File: config.mk
export PLATFORM = sky130hd
export DESIGN_NAME = eth_rt_tx_arbiter
export DESIGN_NICKNAME = d
export VERILOG_FILES = /design/src/rtl/eth_rt_tx_arbiter.sv
export SDC_FILE = /design/constraint.sdc
export NUM_CORES = 1
export LEC_CHECK = 0
export ABC_AREA = 1
export BUFFER_PORTS_ARGS = -buffer_cell sky130_fd_sc_hd__buf_2
export CORE_MARGIN = 10
export CORE_UTILIZATION = 53
export CTS_CLUSTER_SIZE = 10
export DETAILED_ROUTE_END_ITERATION = 10
export PLACE_DENSITY = 0.86
export SYNTH_ARGS = -nofsm -noshare
export SYNTH_HDL_FRONTEND = slang
export SYNTH_SLANG_ARGS = --single-unit
export TNS_END_PERCENT = 5
File: constraint.sdc
create_clock -name clk -period 1.95 [get_ports clk]
set_clock_uncertainty 0.15 [all_clocks]
set_input_delay 0.0975 -clock clk [delete_from_list [all_inputs] [get_ports clk]]
set_output_delay 0.0975 -clock clk [all_outputs]
set_load 0.1 [all_outputs]
File: src/rtl/eth_rt_tx_arbiter.sv
// Round-robin arbiter for the real-time Ethernet TX path (resp vs. fwd) with interpacket gap
// and start/transfer watchdogs. Define ETH_TX_ARB_STATS_EN to add grant/timeout counters.
//
// state     | meaning
// IDLE      | waiting for a pending request while EthernetIO is idle
// START     | send_request high, waiting for send_busy to rise
// BUSY      | transfer in progress, transfer watchdog running
// WAIT_IDLE | transfer timed out, waiting for send_busy to drop
// GAP       | interpacket gap before the next grant
module eth_rt_tx_arbiter #(
    parameter int IPG_CYCLES    = 12,
    parameter int START_TIMEOUT = 255,
    parameter int TX_TIMEOUT    = 12000
) (
    input  logic        clk,
    input  logic        reset,
    input  logic        clear_errors,
    input  logic        req_resp,
    input  logic        req_fwd,
    input  logic        send_busy,
    output logic        send_request,
    output logic        is_forward,
    output logic [1:0]  gnt,
    output logic        tx_timeout_err,
    input  logic [15:0] reg_raddr,
    output logic [31:0] reg_rdata
);
    typedef enum logic [2:0] {
        IDLE      = 3'd0,
        START     = 3'd1,
        BUSY      = 3'd2,
        WAIT_IDLE = 3'd3,
        GAP       = 3'd4
    } state_t;

    localparam logic [15:0] IPG_LAST   = 16'(IPG_CYCLES - 1);
    localparam logic [15:0] START_LAST = 16'(START_TIMEOUT - 1);
    localparam logic [15:0] TX_LAST    = 16'(TX_TIMEOUT - 1);

    state_t      state, stateNext;
    logic [15:0] cnt, cntNext, cntInc;
    logic        pendResp, pendFwd, pendRespNext, pendFwdNext;
    logic        last, lastNext;      // 1 = fwd was granted last
    logic [1:0]  gntNext;
    logic        sendReqNext, isFwdNext, errNext;
    logic        grantEn, grantFwd, timeoutEv;

    assign cntInc   = (cnt == 16'hFFFF) ? cnt : cnt + 16'd1;
    assign grantFwd = pendFwd && (!pendResp || !last);

    always_comb begin
        stateNext   = state;
        cntNext     = cnt;
        gntNext     = gnt;
        sendReqNext = send_request;
        isFwdNext   = is_forward;
        lastNext    = last;
        grantEn     = 1'b0;
        timeoutEv   = 1'b0;
        case (state)
            IDLE: begin
                if ((pendResp || pendFwd) && !send_busy) begin
                    grantEn     = 1'b1;
                    gntNext     = grantFwd ? 2'b10 : 2'b01;
                    isFwdNext   = grantFwd;
                    lastNext    = grantFwd;
                    sendReqNext = 1'b1;
                    cntNext     = 16'd0;
                    stateNext   = START;
                end
            end
            START: begin
                if (send_busy) begin
                    sendReqNext = 1'b0;
                    cntNext     = 16'd0;
                    stateNext   = BUSY;
                end else if (cnt == START_LAST) begin
                    // aborted grant is dropped, not re-pended
                    sendReqNext = 1'b0;
                    timeoutEv   = 1'b1;
                    gntNext     = 2'b00;
                    cntNext     = 16'd0;
                    stateNext   = GAP;
                end else begin
                    cntNext = cntInc;
                end
            end
            BUSY: begin
                if (!send_busy) begin
                    gntNext   = 2'b00;
                    cntNext   = 16'd0;
                    stateNext = GAP;
                end else if (cnt == TX_LAST) begin
                    timeoutEv = 1'b1;
                    gntNext   = 2'b00;
                    stateNext = WAIT_IDLE;
                end else begin
                    cntNext = cntInc;
                end
            end
            WAIT_IDLE: begin
                if (!send_busy) begin
                    cntNext   = 16'd0;
                    stateNext = GAP;
                end
            end
            GAP: begin
                if (cnt == IPG_LAST) stateNext = IDLE;
                else                 cntNext   = cntInc;
            end
            default: stateNext = IDLE;
        endcase
        // a new pulse on the grant clock keeps the request pending
        pendRespNext = req_resp | (pendResp & ~(grantEn & ~grantFwd));
        pendFwdNext  = req_fwd  | (pendFwd  & ~(grantEn &  grantFwd));
        errNext      = timeoutEv | (tx_timeout_err & ~clear_errors);
    end

    always_ff @(posedge clk or negedge reset) begin
        if (!reset) begin
            state          <= IDLE;
            cnt            <= 16'd0;
            pendResp       <= 1'b0;
            pendFwd        <= 1'b0;
            last           <= 1'b0;
            gnt            <= 2'b00;
            send_request   <= 1'b0;
            is_forward     <= 1'b0;
            tx_timeout_err <= 1'b0;
        end else begin
            state          <= stateNext;
            cnt            <= cntNext;
            pendResp       <= pendRespNext;
            pendFwd        <= pendFwdNext;
            last           <= lastNext;
            gnt            <= gntNext;
            send_request   <= sendReqNext;
            is_forward     <= isFwdNext;
            tx_timeout_err <= errNext;
        end
    end

`ifdef ETH_TX_ARB_STATS_EN
    logic [7:0] numResp, numFwd, numTimeout;
    logic       unusedRaddr;

    // an increment on the clearing clock survives the clear
    always_ff @(posedge clk or negedge reset) begin
        if (!reset) begin
            numResp    <= 8'd0;
            numFwd     <= 8'd0;
            numTimeout <= 8'd0;
        end else begin
            numResp    <= (clear_errors ? 8'd0 : numResp)    + {7'd0, grantEn & ~grantFwd};
            numFwd     <= (clear_errors ? 8'd0 : numFwd)     + {7'd0, grantEn &  grantFwd};
            numTimeout <= (clear_errors ? 8'd0 : numTimeout) + {7'd0, timeoutEv};
        end
    end

    always_comb begin
        reg_rdata = 32'd0;
        if (reg_raddr[7:4] == 4'hb) begin
            case (reg_raddr[1:0])
                2'd0:    reg_rdata = 32'h4152_4254;
                2'd1:    reg_rdata = {8'd0, numTimeout, numFwd, numResp};
                2'd2:    reg_rdata = {24'd0, state, pendFwd, pendResp, last, gnt};
                default: reg_rdata = 32'd0;
            endcase
        end
    end

    assign unusedRaddr = ^{reg_raddr[15:8], reg_raddr[3:2]};
`else
    logic unusedRaddr;

    assign reg_rdata   = 32'd0;
    assign unusedRaddr = ^reg_raddr;
`endif

endmodule
* Word level (Yosys, flattened, before mapping)
Cells that the tools add are included.
** Storage, ports and cells
- Register bits :: 26
- Bits of input ports :: 22
- Output and inout port bits :: 37
- Logic and storage cells :: 89
** Cells by class
- Add/sub/neg operators :: 1
- Equal/unequal tests :: 17
- Multiplexer cells :: 35
- Bitwise logic cells :: 12
- Reduce and logical (&&, ||, !) cells :: 16
** Operators by type and width (count)
- 16-bit 2-to-1 mux :: 8
- 16-bit one-hot mux with 5 select lines :: 1
- 3-bit 2-to-1 mux :: 7
- 16-bit by 1-bit adder with 16-bit output, second input constant :: 1
- 16-bit by 14-bit == test with 1-bit output, second input constant :: 1
- 16-bit == test, second input constant :: 1
- 16-bit by 4-bit == test with 1-bit output, second input constant :: 1
- 16-bit by 8-bit == test with 1-bit output, second input constant :: 1
- 3-bit one-hot mux with 5 select lines :: 1
- 5-bit AND reduction :: 3
- 2-bit 2-to-1 mux :: 6
- 2-bit != test, second input constant :: 6
- 1-bit 2-to-1 mux :: 9
- 3-bit != test, second input constant :: 3
- 3-bit by 2-bit == test with 1-bit output, second input constant :: 2
- 2-bit one-hot mux with 3 select lines :: 1
- 1-bit AND :: 5
- 5-bit nonzero test :: 1
- 1-bit inverter :: 4
- 1-bit one-hot mux with 2 select lines :: 2
- 3-bit by 1-bit == test with 1-bit output, second input constant :: 1
- 3-bit == test, second input constant :: 1
- 1-bit zero test :: 3
- 3-bit zero test :: 1
- other kinds (7) :: 11

* Longest topological paths before layout
Gate-level depths: netlist of run 1.
- Word-level depth :: 8
- Mapped depth :: 11
- Depth with buffers taken out :: 11

* Worst setup path before layout of run 1
Ideal clock, no wire load.
- Path type :: flip-flop to flip-flop
- Start :: register last
- End :: register pendResp
- Setup time :: 0.118 ns
- Data arrival time :: 1.481 ns
- Required time :: 1.682 ns
- Slack :: 0.201 ns
- Cell stages (with the launch flop) :: 5
- Path buffers :: 0
- Clock period less this slack :: 1.749 ns
- Cells stage by stage :: dfrtp_1 a21boi_0 nor2_1 inv_1 a21o_1
** Between the ends
- Word-level cells in the longest chain between the ends :: 8
** RTL lines
- start, declared :: line 43 : logic last, lastNext;
- start signal, assigned :: line 135 : last <= lastNext;
- 1-bit zero test :: line 49 : assign grantFwd = pendFwd && (!pendResp || !last);
- 1-bit logical OR :: line 49
- 1-bit logical AND :: line 49
- 1-bit inverter :: line 114 : pendRespNext = req_resp | (pendResp & ~(grantEn & ~grantFwd));
- 1-bit AND :: line 114
- 1-bit inverter :: line 114
- 1-bit AND :: line 114
- 1-bit bitwise OR :: line 114
- named net pendRespNext :: line 42 : logic pendResp, pendFwd, pendRespNext, pendFwdNext;
- end signal, assigned :: line 133 : pendResp <= pendRespNext;
- end, declared :: line 42
The timed path passes the listed nets, and every way through them passes these cells.
A chain may end at the register's enable or synchronous reset.

* Final worst setup path of run 1
- Start :: register cnt[8]
- End :: register cnt[1]
** Between the ends
- Word-level cells in the longest chain between the ends :: 5
- Elaborated cells between the ends (all ways) :: 14
- Classes of those cells :: eq/ne (6); mux (7); reduce/logical (1)
** RTL lines
- start, declared :: line 41 : logic [15:0] cnt, cntNext, cntInc;
- start signal, assigned :: line 132 : cnt <= cntNext;
- 16-bit == test :: line 48 : assign cntInc = (cnt == 16'hFFFF) ? cnt : cnt + 16'd1;
- 16-bit 2-to-1 mux :: line 48
- 16-bit 2-to-1 mux, on equally long branches :: line 93, 77
- 16-bit 2-to-1 mux, on equally long branches :: line 89, 73
- 16-bit one-hot mux with 5 select lines :: line 60 : case (state)
Several ways; a longest one is shown, not always the timed one. The select of a mux whose other input is x is not followed.

==> flow_summary.yaml, run 1 <==
outcome:
  outcome: "finished clean"
sta:
  worst_pin_slew_ns: 0.567
  slew_violations: 0
  period_share_pct: 93.1
  rsz0062_at_grt: "yes"
  relSlewSlack_pct: 62.2
  fmaxAchievable_mhz: 551
  hold_viol_final: 0
  setup_viol: 0
  setup_slack_ns: 0.135
  min_period_ns: 1.82
  fin_tns_setup_ns: 0
logic_synthesis:
  synth_fa_ha_area_share_pct: 1.15
  ys_warn_count: 0
  synth_top_family_by_area: "simple AND/OR/NAND/NOR gates"
  yosysUniqueCellTypes: 28
  synth_area_leaders: "dfrtp_1 30%, nand2_1 18%, buf_4 11%, nand3_2 7.8%, nor2_1 5.4%"
  netlist_area_um2: 2170
  synth_edf_count: 0
  yosysTopAreaCellShare_pct: 30.0
  synth_top_cells_by_count: "105 x nand2_1, 33 x buf_4, 31 x nor2_1"
  synth_flop_cell: "dfrtp_1"
  yosysTopAreaCell: "dfrtp_1"
  syn-instance-count: 306
  synthMuxAreaShare_pct: 0
  yosysMostFrequentCell: "nand2_1"
  synth-xor-area-share_pct: 2.82
  ys_ff_latch: 26
  synth_compound_area_share_pct: 4.38
  synthArstFlopShare_pct: 100
  yosysSeqAreaShare_pct: 30.0
  postSynthAreaPerCell_um2: 7.09
  yosys.area_share.simple_pct: 43.3
pwr:
  p_int_mw: 1.22
  combPwrFrac_pct: 55.0
  pwr-share-clk_pct: 17.1
  p_switching_mw: 1.43
  swShare_pct: 54.0
  p_seq_share_pct: 28.0
  peakVddDrop_uv: 507
  power.density_nw_per_um2: 1180
  cellLeakagePower_nw: 1.17
critical_path:
  r2r_slack_ns: 0.13
  cp_max_fo: 16
  r2r_cells: 10
  path_class: "register to register"
  worstReg2RegEnd: "cnt[1]"
  worstReg2RegStart: "cnt[8]"
  critPathArrivalTime_ns: 1.84
  critPathCaptureType: "register"
  crit_start: "cnt[8]"
  crit_end: "cnt[1]"
  cp-start-kind: "register"
  crit_required_ns: 1.98
floorplanning:
  core_um2: 3970
  dieArea_um2: 7060
  fp-row-count: 23
  fp.dieH_um: 84
  start_util_pct: 54.7
  die_w_um: 84
  ios: 59
grt:
  grt_max_degree: 27
  grt_pass1_wl_mm: 7.63
  grt_use_total_pct: 12.5
  grt_pass1_vias: 1665
  gr-total-overflow: 0
  antenna_found_initial: 0
clocking:
  cts_buffers: 3
  tritoncts: "built"
  clock_latency_ns: 0.28
  cts_root_buf: "clkbuf_8"
  clock_path_buffers: 2
  cts.sink_count: 26
  cts_setup_buffers: 0
  path_clk_slew_ns: 0.09
  htree_levels: 1
final_layout:
  diodes: 0
  finalNetCount: 345
  syn2layout_area_growth_pct: 3.40
  drive_gt1_share_pct: 17.8
  fin_cells: 370
detailed_routing:
  antenna_violating_nets_post_route: 0
  avgViaCountPerCell: 4.84
  vias: 1791
  routed_wl_mm: 4.37
  drc: 0
  drt_iter0_markers: 185
  wl_per_cell_um: 11.8
  first_pass_iters: 4
flow_run:
  drv_cap: 0
hold_path:
  hp-class: "input port to register"
  whs_path_depth: 4
placement:
  gp_congestion: 0.917
  dpl_worst_slack_ns: 0.125
  port_buffers: 10
  dp_hpwl_mm: 3.35
  place_inst: 362
## repair_timing
| item | CTS | global route |
|---|---|---|
| endpoints found under the hold margin | 29 | 0 |
| resized for setup | 0 | 2 |
| setup endpoints to repair | 0 | 12 |
| hold buffers | 4 | 0 |
## per-layer routing
metal / vias up / part of all wire, % / global-route usage [%]
met2: 72 / 49 / 21.5
met3: 5 / 8.2 / 2.73
met1: 801 / 41 / 14.9
met4: 0 / 1.4 / 4.41
met5: - / 0 / 0
li1: 913 / - / -
## per-stage QoR
| step | cell area, um^2 | hold slack, ns | total power [mW] | utilization [%] |
|---|---|---|---|---|
| 3_5_place_dp | 2130 | -0.0190 | 2.20 | 53.6 |
| 4_1_cts | 2240 | 0.0586 | 2.67 | 56.4 |
| 2_1_floorplan | 2290 | -0.348 | 2.09 | - |
| 5_1_grt | 2240 | 0.128 | 2.83 | 56.5 |
| 6_report | 2240 | 0.0678 | 2.65 | 56.5 |
| 3_3_place_gp | 2130 | -0.0259 | 2.17 | 53.6 |
## cell usage in the layout (no fill, tap or decap), drive strengths merged, types with 5 or more instances in the layout
cell and count:
nand4 5, conb 32, nor2 43, buf 12
o21ai 6, nand3 32, dfrtp 26, inv 28
nand2 110
## worst min-delay path by stage
stage                     startpoint       end
final                      send_busy  state[2]
after CTS                  send_busy  state[2]
after detailed placement       reset   cnt[12]
after floorplan                reset    cnt[0]
after global routing       send_busy  state[2]
after global placement         reset   cnt[11]
## critical path: stages, from the launching register on
cell and delay, ns:
dfrtp_1 0.45, nor2_1 0.21, nand2_1 0.12, nor2_4 0.17
nand2_2 0.10, nand2_4 0.09, nand2_4 0.17, nand2_1 0.10
nand2_1 0.05, nand2_1 0.07, inv_1 0.03
## state kept, by name, summed over array words and instances, names as in the netlist
register and flops:
pendFwd 1, pendResp 1, gnt 2, last 1
state 3, cnt 16, send_request 1, tx_timeout_err 1
## power by group through the flow
stage / logic [mW] / registers [mW] / clock network [mW]
6_report: 1.46 / 0.742 / 0.453
5_1_grt: 1.59 / 0.759 / 0.481
4_1_cts: 1.46 / 0.740 / 0.465
3_3_place_gp: 1.43 / 0.743 / 0
3_5_place_dp: 1.45 / 0.749 / 0
2_1_floorplan: 1.09 / 0.999 / 0
## final cells by class
class / count / area [um^2]
multi-input combinational: 246 / 1250
fill: 379 / 1730
inverter: 28 / 108
clock buffer: 3 / 41.3
sequential: 26 / 651
tap: 50 / 62.6
timing repair buffer: 16 / 105
clock inverter: 1 / 30.0
## cell families after synthesis
logic type / count (synthesis)
fa+ha+maj: 2
simple gates: 190
xor+xnor: 7
buf+inv: 65
compound gates: 15
other cells: 1
flops: 26
Note: power is estimated with default switching activity, not from simulation.
==> run 2: changes to the inputs <==
Settings changed: ABC_AREA 1 to not set, CORE_UTILIZATION 53 to 51, PLACE_DENSITY 0.86 to 0.85.
==> run 2 against run 1 <==
The flow now finishes with violations (negative setup slack). Critical path type unchanged. Synthesized cell count is 29% lower. Maximum frequency is 24% lower. Area after synthesis is 13% lower. Register-to-register slack worse by 0.57 ns. Via count hardly changed. Cell area is 2.8% higher. Sequential share of layout area is 0.80 points lower. Largest cell class unchanged. Global-route usage is 2.4 points higher. Count of clock-buffer cells in the layout stayed put. Final cell count is 14% lower.
==> flow_summary.yaml, run 2 <==
detailed_routing:
  avgViaCountPerCell: 5.64
  drt_iter0_markers: 124
  first_pass_iters: 6
  routed_wl_mm: 4.85
  drc: 0
  wl_per_cell_um: 15.3
  antenna_violating_nets_post_route: 0
  vias: 1792
final_layout:
  top_register: "cnt"
  diodes: 0
  final_common_cell: "buf_4"
  syn2layout_area_growth_pct: 22.8
  top_regs: "cnt: 16 flops, state: 3 flops, gnt: 2 flops"
  finalNetCount: 296
  final_cell_mix: "46 x buf_4, 32 x conb_1, 26 x dfrtp_1, 17 x nand2_1, 11 x a21oi_1"
  largest_reg_flops: 16
  nFillCells: 326
  fin_area_um2: 2310
  drive_gt1_share_pct: 27.8
hold_path:
  min_to: "tx_timeout_err"
  hp-class: "input port to register"
  whs_path_depth: 4
  min_from: "clear_errors"
floorplanning:
  fp-row-count: 22
  fp.dieH_um: 80.7
  start_util_pct: 52.2
  die_w_um: 80.7
  ios: 59
  core_um2: 3610
  dieArea_um2: 6520
sta:
  slew_violations: 0
  setup_viol: 22
  rsz0062_at_grt: "yes"
  hold_viol_final: 0
  min_period_ns: 2.38
  worst_pin_slew_ns: 0.594
  setup_slack_ns: -0.434
  relSlewSlack_pct: 60.4
  period_share_pct: 122
  fmaxAchievable_mhz: 419
logic_synthesis:
  yosysMostFrequentCell: "buf_4"
  syn-instance-count: 218
  yosysTopAreaCellShare_pct: 34.6
  synth_flop_cell: "dfrtp_1"
  ys_warn_count: 0
  yosysUniqueCellTypes: 42
  yosysSeqAreaShare_pct: 34.6
  ys_ff_latch: 26
  netlist_area_um2: 1880
  synthArstFlopShare_pct: 100
  synth_edf_count: 0
  yosysTopAreaCell: "dfrtp_1"
  synth_area_leaders: "dfrtp_1 35%, buf_4 13%, nand2_1 3.4%, o211ai_1 3.2%, a21oi_1 2.9%"
  synth_top_cells_by_count: "32 x buf_4, 26 x dfrtp_1, 17 x nand2_1"
  postSynthAreaPerCell_um2: 8.63
grt:
  grt_max_degree: 27
  grt_pass1_wl_mm: 7.94
  grt_use_total_pct: 15.0
  gr-total-overflow: 0
  antenna_found_initial: 0
  grt_pass1_vias: 1709
pwr:
  p_switching_mw: 1.41
  p_seq_share_pct: 26.9
  power.density_nw_per_um2: 1190
  peakVddDrop_uv: 607
  total_power_mw: 2.75
  combPwrFrac_pct: 62.3
  cellLeakagePower_nw: 1.07
  p_int_mw: 1.34
  pwr-share-clk_pct: 10.9
  swShare_pct: 51.3
clocking:
  htree_levels: 1
  cts_buffers: 3
  cts_root_buf: "clkbuf_8"
  cts.sink_count: 26
  clock_path_buffers: 2
  clock_latency_ns: 0.27
  path_clk_slew_ns: 0.09
  tritoncts: "built"
critical_path:
  critPathArrivalTime_ns: 2.40
  cp_slowest_cell: "or4_4"
  r2r_cells: 5
  path_class: "register to register"
  cp_max_fo: 6
  max_stage_delay_ns: 0.56
  worstReg2RegEnd: "cnt[3]"
  r2r_slack_ns: -0.43
  crit_required_ns: 1.96
  worstReg2RegStart: "cnt[15]"
  critPathCaptureType: "register"
  cp-start-kind: "register"
  path_cells: "or4_4, or4_1, or3_4, and2_4, a32o_1"
outcome:
  violations: "negative setup slack"
  outcome: "finished with violations"
placement:
  port_buffers: 10
  dp_hpwl_mm: 3.52
  postPlaceCellArea_um2: 2170
  gp_congestion: 0.941
flow_run:
  drv_cap: 0
## run 2: cell type report
class	count	area [um^2]	share of cell area, %
multi-input cells	173	1060	46.1
flip-flops and latches	26	651	28.2
repair buffers	62	470	20.4
well taps	48	60.1	2.60
clock buffers	3	41.3	1.79
inverters	6	22.5	0.976
## run 2: how the worst max path moves through the flow
| stage | from | end | cells after the start |
|---|---|---|---|
| after CTS | cnt[15] | cnt[0] | 6 |
| after global placement | cnt[11] | cnt[3] | 7 |
| final | cnt[15] | cnt[3] | 5 |
| after detailed placement | cnt[15] | cnt[12] | 6 |
| after global routing | cnt[15] | cnt[0] | 6 |
| after floorplan | cnt[15] | cnt[5] | 7 |
## run 2: what timing repair did
item,4_1_cts,5_1_grt
pin swaps,1,1
endpoints found under the setup margin,22,22
gates resized for setup,4,5
cloned,1,0
hold buffers,4,0
hold endpoints to repair,30,0
buffers inserted,0,0
## run 2: critical path, delay by kind of cell (launching register included)
| family | cells | cell delay, ns |
|---|---|---|
| AOI/OAI and AO/OA | 1 | 0.22 |
| DFF | 1 | 0.39 |
| and+or+nand+nor | 4 | 1.52 |
## run 2: metal layers
metal / GRT usage [%] / routed length (um) / vias up
met3: 4.02 / 438 / 10
met2: 25.5 / 2360 / 78
met1: 18.5 / 2010 / 846
met4: 3.11 / 51 / 0
li1: - / - / 858
met5: 0 / 0 / -
## run 2: logic make-up after synthesis
family | Yosys count | synth area share (%)
other cells | 1 | 0.199
buf+inv | 51 | 17.6
mux | 1 | 0.532
fa+ha+maj | 2 | 1.33
compound gates | 54 | 20.3
simple gates | 83 | 25.5
flops | 26 | 34.6
## run 2: metrics by stage
step	instances	setup WS [ns]	hold slack (ns)	util [%]	setup TNS, ns
2_1_floorplan	249	-0.553	-0.348	-	-8.84
3_3_place_gp	310	-0.393	-0.0210	60.2	-6.69
3_5_place_dp	310	-0.418	-0.0109	60.2	-6.48
4_1_cts	318	-0.410	0.0121	63.4	-6.96
5_1_grt	318	-0.479	0.0299	64.0	-8.82
6_report	318	-0.434	0.0149	64.0	-7.25
## run 2: power by group through the flow
stage,logic [mW],registers (mW),clock network [mW]
2_1_floorplan,1.05,0.972,0
3_3_place_gp,1.64,0.738,0
3_5_place_dp,1.66,0.747,0
4_1_cts,1.70,0.736,0.313
5_1_grt,1.85,0.755,0.327
6_report,1.71,0.740,0.300
==> run 3: changes to the inputs <==
Settings changed: CORE_UTILIZATION 51 to 50, PLACE_DENSITY 0.85 to 0.83, SETUP_SLACK_MARGIN set to 0.4.
==> run 3 against run 2 <==
The run still ends with negative setup slack left. Cell area is 1.6% higher. Clock power rose by 18%. Non-clock buffer count up 2. Count of clock-buffer cells in the layout up 1. Die area up 1.5%. Global-route usage grew 0.35 points. Critical path depth rose by 1. Combinational power rose by 7%. Largest power group unchanged. Hold slack better by 0.017 ns. Setup slack improved by 0.022 ns. Final cell count increased by 0.94%.
==> flow_summary.yaml, run 3 (synthesis results as in run 2) <==
final_layout:
  diodes: 0
  syn2layout_area_growth_pct: 24.7
  top_register: "cnt"
  top_regs: "cnt: 16 flops, state: 3 flops, gnt: 2 flops"
  drive_gt1_share_pct: 28.2
  nFillCells: 304
  final_common_cell: "buf_4"
  finalNetCount: 298
  largest_reg_flops: 16
  final_cell_mix: "46 x buf_4, 32 x conb_1, 26 x dfrtp_1, 16 x nand2_1, 11 x a21oi_1"
sta:
  fin_tns_setup_ns: -6.96
  setup_viol: 22
  setup_slack_ns: -0.412
  fmaxAchievable_mhz: 423
  relSlewSlack_pct: 60.1
  min_period_ns: 2.36
  rsz0062_at_grt: "yes"
  period_share_pct: 121
  fin_hold_ws_ns: 0.0321
  hold_viol_final: 0
  worst_pin_slew_ns: 0.598
  slew_violations: 0
floorplanning:
  fp.dieH_um: 81.3
  start_util_pct: 51.4
  core_um2: 3660
  dieArea_um2: 6610
  fp-row-count: 22
  ios: 59
  die_w_um: 81.3
detailed_routing:
  avgViaCountPerCell: 5.70
  vias: 1830
  drc: 0
  antenna_violating_nets_post_route: 0
  routed_wl_mm: 5.13
  drt_iter0_markers: 128
  first_pass_iters: 5
  wl_per_cell_um: 16.0
outcome:
  outcome: "finished with violations"
  violations: "negative setup slack"
critical_path:
  critPathCaptureType: "register"
  crit_start: "cnt[15]"
  r2r_cells: 6
  path_class: "register to register"
  r2r_slack_ns: -0.41
  critPathArrivalTime_ns: 2.38
  cp_max_fo: 7
  worstReg2RegEnd: "cnt[14]"
  worstReg2RegStart: "cnt[15]"
  cp-start-kind: "register"
  crit_required_ns: 1.96
clocking:
  htree_levels: 1
  cts_buffers: 3
  tritoncts: "built"
  clock_latency_ns: 0.27
  path_clk_slew_ns: 0.09
  cts_root_buf: "clkbuf_8"
  clock_path_buffers: 2
  cts_setup_buffers: 0
  cts.sink_count: 26
flow_run:
  drv_cap: 0
pwr:
  cellLeakagePower_nw: 1.08
  power.density_nw_per_um2: 1240
  total_power_mw: 2.91
  peakVddDrop_uv: 499
grt:
  gr-total-overflow: 0
  grt_max_degree: 27
  grt_pass1_wl_mm: 8.30
  grt_pass1_vias: 1773
  antenna_found_initial: 0
  grt_use_total_pct: 15.3
hold_path:
  hp-class: "input port to register"
  min_from: "send_busy"
  whs_path_depth: 3
  min_to: "state[0]"
placement:
  gp_congestion: 0.881
  dp_hpwl_mm: 3.73
  port_buffers: 10
-- run 3: worst max-delay path by stage --
stage,to,slack [ns],cells past startpoint
after global placement,cnt[3],-0.37,5
after CTS,cnt[3],-0.39,5
after floorplan,cnt[5],-0.55,7
after global routing,cnt[14],-0.46,6
after detailed placement,cnt[5],-0.40,5
final,cnt[14],-0.41,6
-- run 3: layout make-up --
| type | instances | area, um^2 | share of cell area [%] |
|---|---|---|---|
| Multi-Input combinational cell | 173 | 1070 | 45.6 |
| Tap cell | 48 | 60.1 | 2.56 |
| Sequential cell | 26 | 651 | 27.7 |
| Timing Repair Buffer | 64 | 487 | 20.8 |
| Inverter | 6 | 22.5 | 0.961 |
| Clock buffer | 4 | 55.1 | 2.35 |
-- run 3: where the power goes --
| part | switching (mW) | leakage [nW] | internal [mW] |
|---|---|---|---|
| Sequential | 0.0917 | 0.343 | 0.636 |
| Clock | 0.172 | 0.0288 | 0.181 |
| Combinational | 1.21 | 0.711 | 0.619 |
-- run 3: what timing repair did --
item	4_1_cts	5_1_grt
pin swaps	4	0
hold buffers	6	0
endpoints found under the hold margin	30	0
gates cloned	1	0
gates resized for setup	4	5
setup endpoints to repair	25	25
-- run 3: worst max-delay path, cell delays in order, from the launching register on --
cell,delay [ns]
dfrtp_1,0.39
or4_4,0.55
or4_1,0.40
or3_4,0.37
buf_4,0.18
a41oi_1,0.16
a21oi_1,0.06
-- run 3: metrics by stage --
stage / cells / utilization [%] / area (um^2) / setup slack [ns]
6_report: 321 / 64.0 / 2340 / -0.412
5_1_grt: 321 / 64.0 / 2340 / -0.462
4_1_cts: 321 / 63.1 / 2310 / -0.389
3_5_place_dp: 310 / 59.3 / 2170 / -0.403
3_3_place_gp: 310 / 59.3 / 2170 / -0.372
2_1_floorplan: 249 / - / 2000 / -0.553
-- run 3: metal layers --
metal	track usage, %	wire [um]
met3	3.31	400
met4	3.29	81
met2	27.4	2670
met5	0	0
met1	18.3	1980
